--- config.mk ---
export PLATFORM = sky130hd
export DESIGN_NAME = vgatest_seq
export DESIGN_NICKNAME = d
export VERILOG_FILES = /design/src/rtl/vgatest_seq.sv
export SDC_FILE = /design/constraint.sdc
export NUM_CORES = 1
export LEC_CHECK = 0
export ABC_CLOCK_PERIOD_IN_PS = 16600
export BUFFER_PORTS_ARGS = -buffer_cell sky130_fd_sc_hd__buf_2
export CAP_MARGIN = 20
export CELL_PAD_IN_SITES_DETAIL_PLACEMENT = 1
export CELL_PAD_IN_SITES_GLOBAL_PLACEMENT = 1
export CORE_MARGIN = 4
export CORE_UTILIZATION = 49
export CTS_BUF_LIST = sky130_fd_sc_hd__clkbuf_8
export DETAILED_ROUTE_END_ITERATION = 8
export GPL_TIMING_DRIVEN = 1
export HOLD_SLACK_MARGIN = 0.05
export PLACE_DENSITY_LB_ADDON = 0.1
export SETUP_SLACK_MARGIN = 0.02
export SLEW_MARGIN = 10
export SYNTH_ARGS = -nofsm -noshare
export SYNTH_HDL_FRONTEND = slang
export SYNTH_SLANG_ARGS = --single-unit
--- constraint.sdc ---
create_clock -name i_pixclk -period 16.6 [get_ports i_pixclk]
set_input_delay 1.66 -clock i_pixclk [delete_from_list [all_inputs] [get_ports i_pixclk]]
set_output_delay 1.66 -clock i_pixclk [all_outputs]
set_load 0.1 [all_outputs]
--- src/rtl/vgatest_seq.sv ---
// VGA test-pattern timing sequencer: IDLE -> PROLOGUE -> ACTIVE raster with shadowed mode.
// Optional frame counter on o_frames when VGATEST_SEQ_FRAMECOUNT_EN is defined.
module vgatest_seq #(
  parameter int HW = 12,
  parameter int VW = 12
) (
  input  logic          i_pixclk,
  input  logic          i_reset,
  input  logic          i_en,
  input  logic [HW-1:0] i_width,
  input  logic [HW-1:0] i_hsync_start,
  input  logic [HW-1:0] i_hsync_end,
  input  logic [HW-1:0] i_hraw,
  input  logic [VW-1:0] i_height,
  input  logic [VW-1:0] i_vsync_start,
  input  logic [VW-1:0] i_vsync_end,
  input  logic [VW-1:0] i_vraw,
  output logic          o_rd,
  output logic          o_newline,
  output logic          o_newframe,
  output logic          o_hsync,
  output logic          o_vsync,
  output logic          o_busy,
  output logic          o_err,
  output logic [15:0]   o_frames
);

  typedef enum logic [1:0] {IDLE, PROLOGUE, ACTIVE} state_t;

  state_t        state_q, state_d;
  logic [HW-1:0] hpos_q, hpos_d, w_q, w_d, hs_q, hs_d, he_q, he_d, hr_q, hr_d;
  logic [VW-1:0] vpos_q, vpos_d, ht_q, ht_d, vs_q, vs_d, ve_q, ve_d, vr_q, vr_d;
  logic          fin_q, fin_d, cont_q, cont_d, stop_err_q, stop_err_d;
  logic          rd_q, rd_d, nl_q, nl_d, nf_q, nf_d, hsy_q, hsy_d, vsy_q, vsy_d;
  logic          busy_q, busy_d, err_q, err_d;
  logic          mode_ok, capture, hwrap, act_n;

  assign mode_ok = (i_width != '0) && (i_width < i_hsync_start) &&
                   (i_hsync_start < i_hsync_end) && (i_hsync_end < i_hraw) &&
                   (i_height != '0) && (i_height < i_vsync_start) &&
                   (i_vsync_start < i_vsync_end) && (i_vsync_end < i_vraw);

  // Registers describe the cycle being presented; the comb block computes the next
  // cycle's position and its outputs. The end-of-frame go/stop decision is taken on
  // the edge entering the final cycle so that cycle's strobes can be suppressed.
  always_comb begin
    state_d    = state_q;
    hpos_d     = hpos_q;
    vpos_d     = vpos_q;
    fin_d      = 1'b0;
    cont_d     = 1'b0;
    stop_err_d = 1'b0;
    err_d      = err_q;
    capture    = 1'b0;
    hwrap      = 1'b0;
    case (state_q)
      IDLE: begin
        if (i_en) begin
          if (mode_ok) begin
            state_d = PROLOGUE;
            capture = 1'b1;
            err_d   = 1'b0;
          end else begin
            err_d = 1'b1;
          end
        end
      end
      PROLOGUE: begin
        state_d = ACTIVE;
        hpos_d  = '0;
        vpos_d  = '0;
      end
      ACTIVE: begin
        if (fin_q) begin
          hpos_d = '0;
          vpos_d = '0;
          if (!cont_q) begin
            state_d = IDLE;
            err_d   = stop_err_q;
          end
        end else begin
          hwrap  = (hpos_q == hr_q - HW'(1));
          hpos_d = hwrap ? '0 : hpos_q + HW'(1);
          if (hwrap) vpos_d = (vpos_q == vr_q - VW'(1)) ? '0 : vpos_q + VW'(1);
          if ((hpos_d == hr_q - HW'(1)) && (vpos_d == vr_q - VW'(1))) begin
            fin_d      = 1'b1;
            cont_d     = i_en && mode_ok;
            stop_err_d = i_en && !mode_ok;
            capture    = i_en && mode_ok;
          end
        end
      end
      default: state_d = IDLE;
    endcase

    w_d  = capture ? i_width       : w_q;
    hs_d = capture ? i_hsync_start : hs_q;
    he_d = capture ? i_hsync_end   : he_q;
    hr_d = capture ? i_hraw        : hr_q;
    ht_d = capture ? i_height      : ht_q;
    vs_d = capture ? i_vsync_start : vs_q;
    ve_d = capture ? i_vsync_end   : ve_q;
    vr_d = capture ? i_vraw        : vr_q;

    // Next-cycle outputs always use the current shadows: a recapture only matters from (0,0) on.
    act_n  = (state_d == ACTIVE);
    rd_d   = act_n && (hpos_d < w_q) && (vpos_d < ht_q);
    nl_d   = (state_d == PROLOGUE) ||
             (act_n && (hpos_d == hr_q - HW'(1)) && (!fin_d || cont_d));
    nf_d   = (state_d == PROLOGUE) || (fin_d && cont_d);
    hsy_d  = act_n && (hpos_d >= hs_q) && (hpos_d < he_q);
    vsy_d  = act_n && (vpos_d >= vs_q) && (vpos_d < ve_q);
    busy_d = (state_d != IDLE);
  end

  always_ff @(posedge i_pixclk) begin
    if (i_reset) begin
      state_q <= IDLE;
      hpos_q <= '0; vpos_q <= '0;
      w_q <= '0; hs_q <= '0; he_q <= '0; hr_q <= '0;
      ht_q <= '0; vs_q <= '0; ve_q <= '0; vr_q <= '0;
      fin_q <= 1'b0; cont_q <= 1'b0; stop_err_q <= 1'b0;
      rd_q <= 1'b0; nl_q <= 1'b0; nf_q <= 1'b0; hsy_q <= 1'b0; vsy_q <= 1'b0;
      busy_q <= 1'b0; err_q <= 1'b0;
    end else begin
      state_q <= state_d;
      hpos_q <= hpos_d; vpos_q <= vpos_d;
      w_q <= w_d; hs_q <= hs_d; he_q <= he_d; hr_q <= hr_d;
      ht_q <= ht_d; vs_q <= vs_d; ve_q <= ve_d; vr_q <= vr_d;
      fin_q <= fin_d; cont_q <= cont_d; stop_err_q <= stop_err_d;
      rd_q <= rd_d; nl_q <= nl_d; nf_q <= nf_d; hsy_q <= hsy_d; vsy_q <= vsy_d;
      busy_q <= busy_d; err_q <= err_d;
    end
  end

  assign o_rd       = rd_q;
  assign o_newline  = nl_q;
  assign o_newframe = nf_q;
  assign o_hsync    = hsy_q;
  assign o_vsync    = vsy_q;
  assign o_busy     = busy_q;
  assign o_err      = err_q;

`ifdef VGATEST_SEQ_FRAMECOUNT_EN
  logic [15:0] frames_q, frames_d;

  always_comb begin
    frames_d = frames_q;
    if (nf_d) frames_d = frames_q + 16'd1;
  end

  always_ff @(posedge i_pixclk) begin
    if (i_reset) frames_q <= '0;
    else         frames_q <= frames_d;
  end

  assign o_frames = frames_q;
`else
  assign o_frames = '0;
`endif

endmodule

==> flow_summary.yaml <==
run_status:
  outcome: "finished, final reports clean"
logic_synthesis:
  netlist.area_leader.share_pct: 23.5
  netlist_area_mm2: 0.0112
  postSynthCellCount: 1476
  ys_types: 78
  synth.avg_cell_area_um2: 7.62
  synth-seq-cells: 132
  synth_top_family_by_area: "compound AO/OA/AOI/OAI gates"
  synth-adder-area-share_pct: 15.8
  yosysWarningCount: 0
  synth-edff-count: 0
  yosysTopAreaCell: "dfxtp_1"
  synth_compound_area_share_pct: 23.8
  ys_dominant_reg_cell: "dfxtp_1"
  async_flop_share_pct: 0
  yosys.area_share.simple_pct: 20.8
  ys_seq_area_share_pct: 23.5
  synth_xor_area_share_pct: 5.67
  synth.area.mux_share_pct: 0.278
  ys_top_cells_by_area: "dfxtp_1 23%, ha_1 16%, a21oi_1 6.2%, nand3_1 5.7%, o21ai_0 5.7%"
sta:
  setup_viol: 0
  final-hold-violation-count: 0
  slew_viol_final: 0
  relSlewSlack_pct: 26.3
  fin_crit_sh_pct: 38.0
  max_freq_mhz: 159
  finalClockSkew_ps: 17.1
  setup_ws_ps: 10300
  final.setup.tns_ps: 0
  finalHoldWorstSlack_ps: 479
  rsz0062_at_grt: "false"
  period_minus_slack_ps: 6300
  worstMarginPinSlew_ps: 1110
final_layout:
  final_area_mm2: 0.0122
  fillers: 2909
  syn2layout_area_growth_pct: 8.54
  antenna_cells: 0
  multiInputGateArea_mm2: 0.00755
  layout_common_cells: "158 x inv_1, 142 x ha_1, 139 x a21oi_1"
  layout.nets: 1764
  final_common_cell: "inv_1"
  regArea_mm2: 0.00264
  drive_gt1_share_pct: 11.0
  post-route-util_pct: 53.9
  fin_cells: 1820
floorplanning:
  num_rows: 55
  die_y_um: 160
  die_area_mm2: 0.0254
  core_area_mm2: 0.0226
  initial_utilization_pct: 49.7
  die_w_um: 160
  pin_count: 122
placed_design:
  pre_cts_ws_ps: 10490
  placed_cell_area_mm2: 0.0118
  dp.cells: 1788
  gp_congestion: 0.897
  dpl.hpwl_mm: 30.5
  io_buffers: 105
cts:
  clockBufferDepth: 2
  clock-sinks: 132
  cts_setup_buffers: 0
  cts_tree: "yes"
  numCtsBuffers: 17
  insertion_delay_ps: 440
  clkTransAtPathRegs_ps: 90
  cts_hold_buffers: 0
  cts.htree.levels: 4
  cts_resized: 0
  cts-root-buf: "clkbuf_8"
power_and_ir_drop:
  leakage_nw: 5.07
  peakVddDrop_v: 0.0000461
  p_per_area_mw_per_mm2: 64.6
  total_power_mw: 0.788
detailed_routing:
  dr_total_vias: 11458
  drtIter0Drc: 994
  drt_first_pass_iters: 6
  post_drt_wl_per_cell_um: 22.4
  wirelength_mm: 40.7
  ant_nets: 0
  routed_via_density: 6.30
  route.detailed.drc: 0
global_route:
  antenna_found_initial: 1
  grt_usage_pct: 31.0
  grt_first_pass_wirelength_mm: 63.9
  grt_pass1_vias: 11676
  grt_max_degree: 97
  overflow: 0
critical_path:
  path_max_fanout: 16
  critPathLaunchType: "flip-flop"
  setup.worst_path.class: "reg -> reg"
  critical_path_required_ps: 16920
  cp_data_arrival_time_ps: 6630
  cp-end-kind: "flip-flop"
flow_run:
  cap_violations: 0
min_path:
  hp-class: "reg -> reg"
[kinds of logic (layout without fill, tap and decap cells)]
group	Yosys count	after routing
compound gates	438	438
simple gates	430	430
buf+inv	265	309
fa+ha+maj	142	142
flops	132	132
xor+xnor	65	65
mux	3	3
other cells	1	16
[sequential cells by signal, summed over array words and instances (netlist names), 2 cells and up]
register,count
ve_q,12
hr_q,12
vpos_q,12
hpos_q,12
state_q,2
he_q,12
ht_q,12
w_q,12
hs_q,12
vr_q,12
vs_q,12
[worst max-delay path: stages (launching register included)]
cell,delay (ps)
dfxtp_1,480
inv_1,140
ha_1,250
xor2_1,570
xor2_1,120
a2111oi_0,610
and4b_1,350
nand4_1,640
nor2_1,400
or3_1,290
nor2_1,90
a22o_1,280
ha_1,300
a21o_1,160
a21o_1,170
a21o_1,160
a21o_1,170
a21o_1,170
a21oi_1,150
nor2b_1,60
o21ai_0,200
a21oi_1,110
o311a_1,290
[worst paths after layout]
check | startpoint | end | slack (ps) | cells after the start
worst min register to register | w_q[4] | w_q[4] | 480 | 2
worst max-delay path | hr_q[0] | o_vsync | 10300 | 22
worst min-delay path | w_q[4] | w_q[4] | 480 | 2
worst max register to register | hr_q[0] | o_vsync | 10300 | 22
[report_power, final]
group          internal (mW)  total [mW]  leakage [nW]  switching [mW]
registers              0.321       0.326          1.06         0.00488
logic                 0.0532       0.168          3.80           0.115
clock network          0.156       0.294         0.210           0.138
[metal layers]
layer  track usage (%)  up-vias  wire length (um)
met5                 0        -                 9
met2              48.6      379             18200
li1                  -     5376                 -
met1              43.2     5611             18800
met3              4.87       90              2460
met4              10.9        2              1280
[cells in the mapped netlist (5+ instances only)]
master and n:
buf_1 8, nor4_1 23, and2_1 9, ha_1 142, a22oi_1 7, clkbuf_2 7
inv_1 157, and4_1 6, a21o_1 34, a21oi_1 139, a21boi_0 5, o211ai_1 6
or2_2 5, nand4_1 30, nand2_1 46, a31oi_1 11, or3_1 12, nand3_1 129
a211oi_1 13, nor2_1 47, o21ai_1 15, xnor3_1 5, buf_4 21, nor2b_1 39
xnor2_1 42, nor3_1 24, or4_1 10, xor2_1 18, o32ai_1 6, o31ai_1 12
nand2b_1 19, o21ai_0 128, o21a_1 7, buf_6 5, buf_2 11, dfxtp_1 132
and3_1 16, clkbuf_1 55
[layout make-up]
cell class	instances	area share [%]
well taps	285	2.92
inverters	158	4.86
clock buffers	19	2.14
flip-flops and latches	132	21.6
multi-input cells	1094	61.8
clock inverters	12	1.26
repair buffers	120	5.35
(Power assumes the default switching activity.)
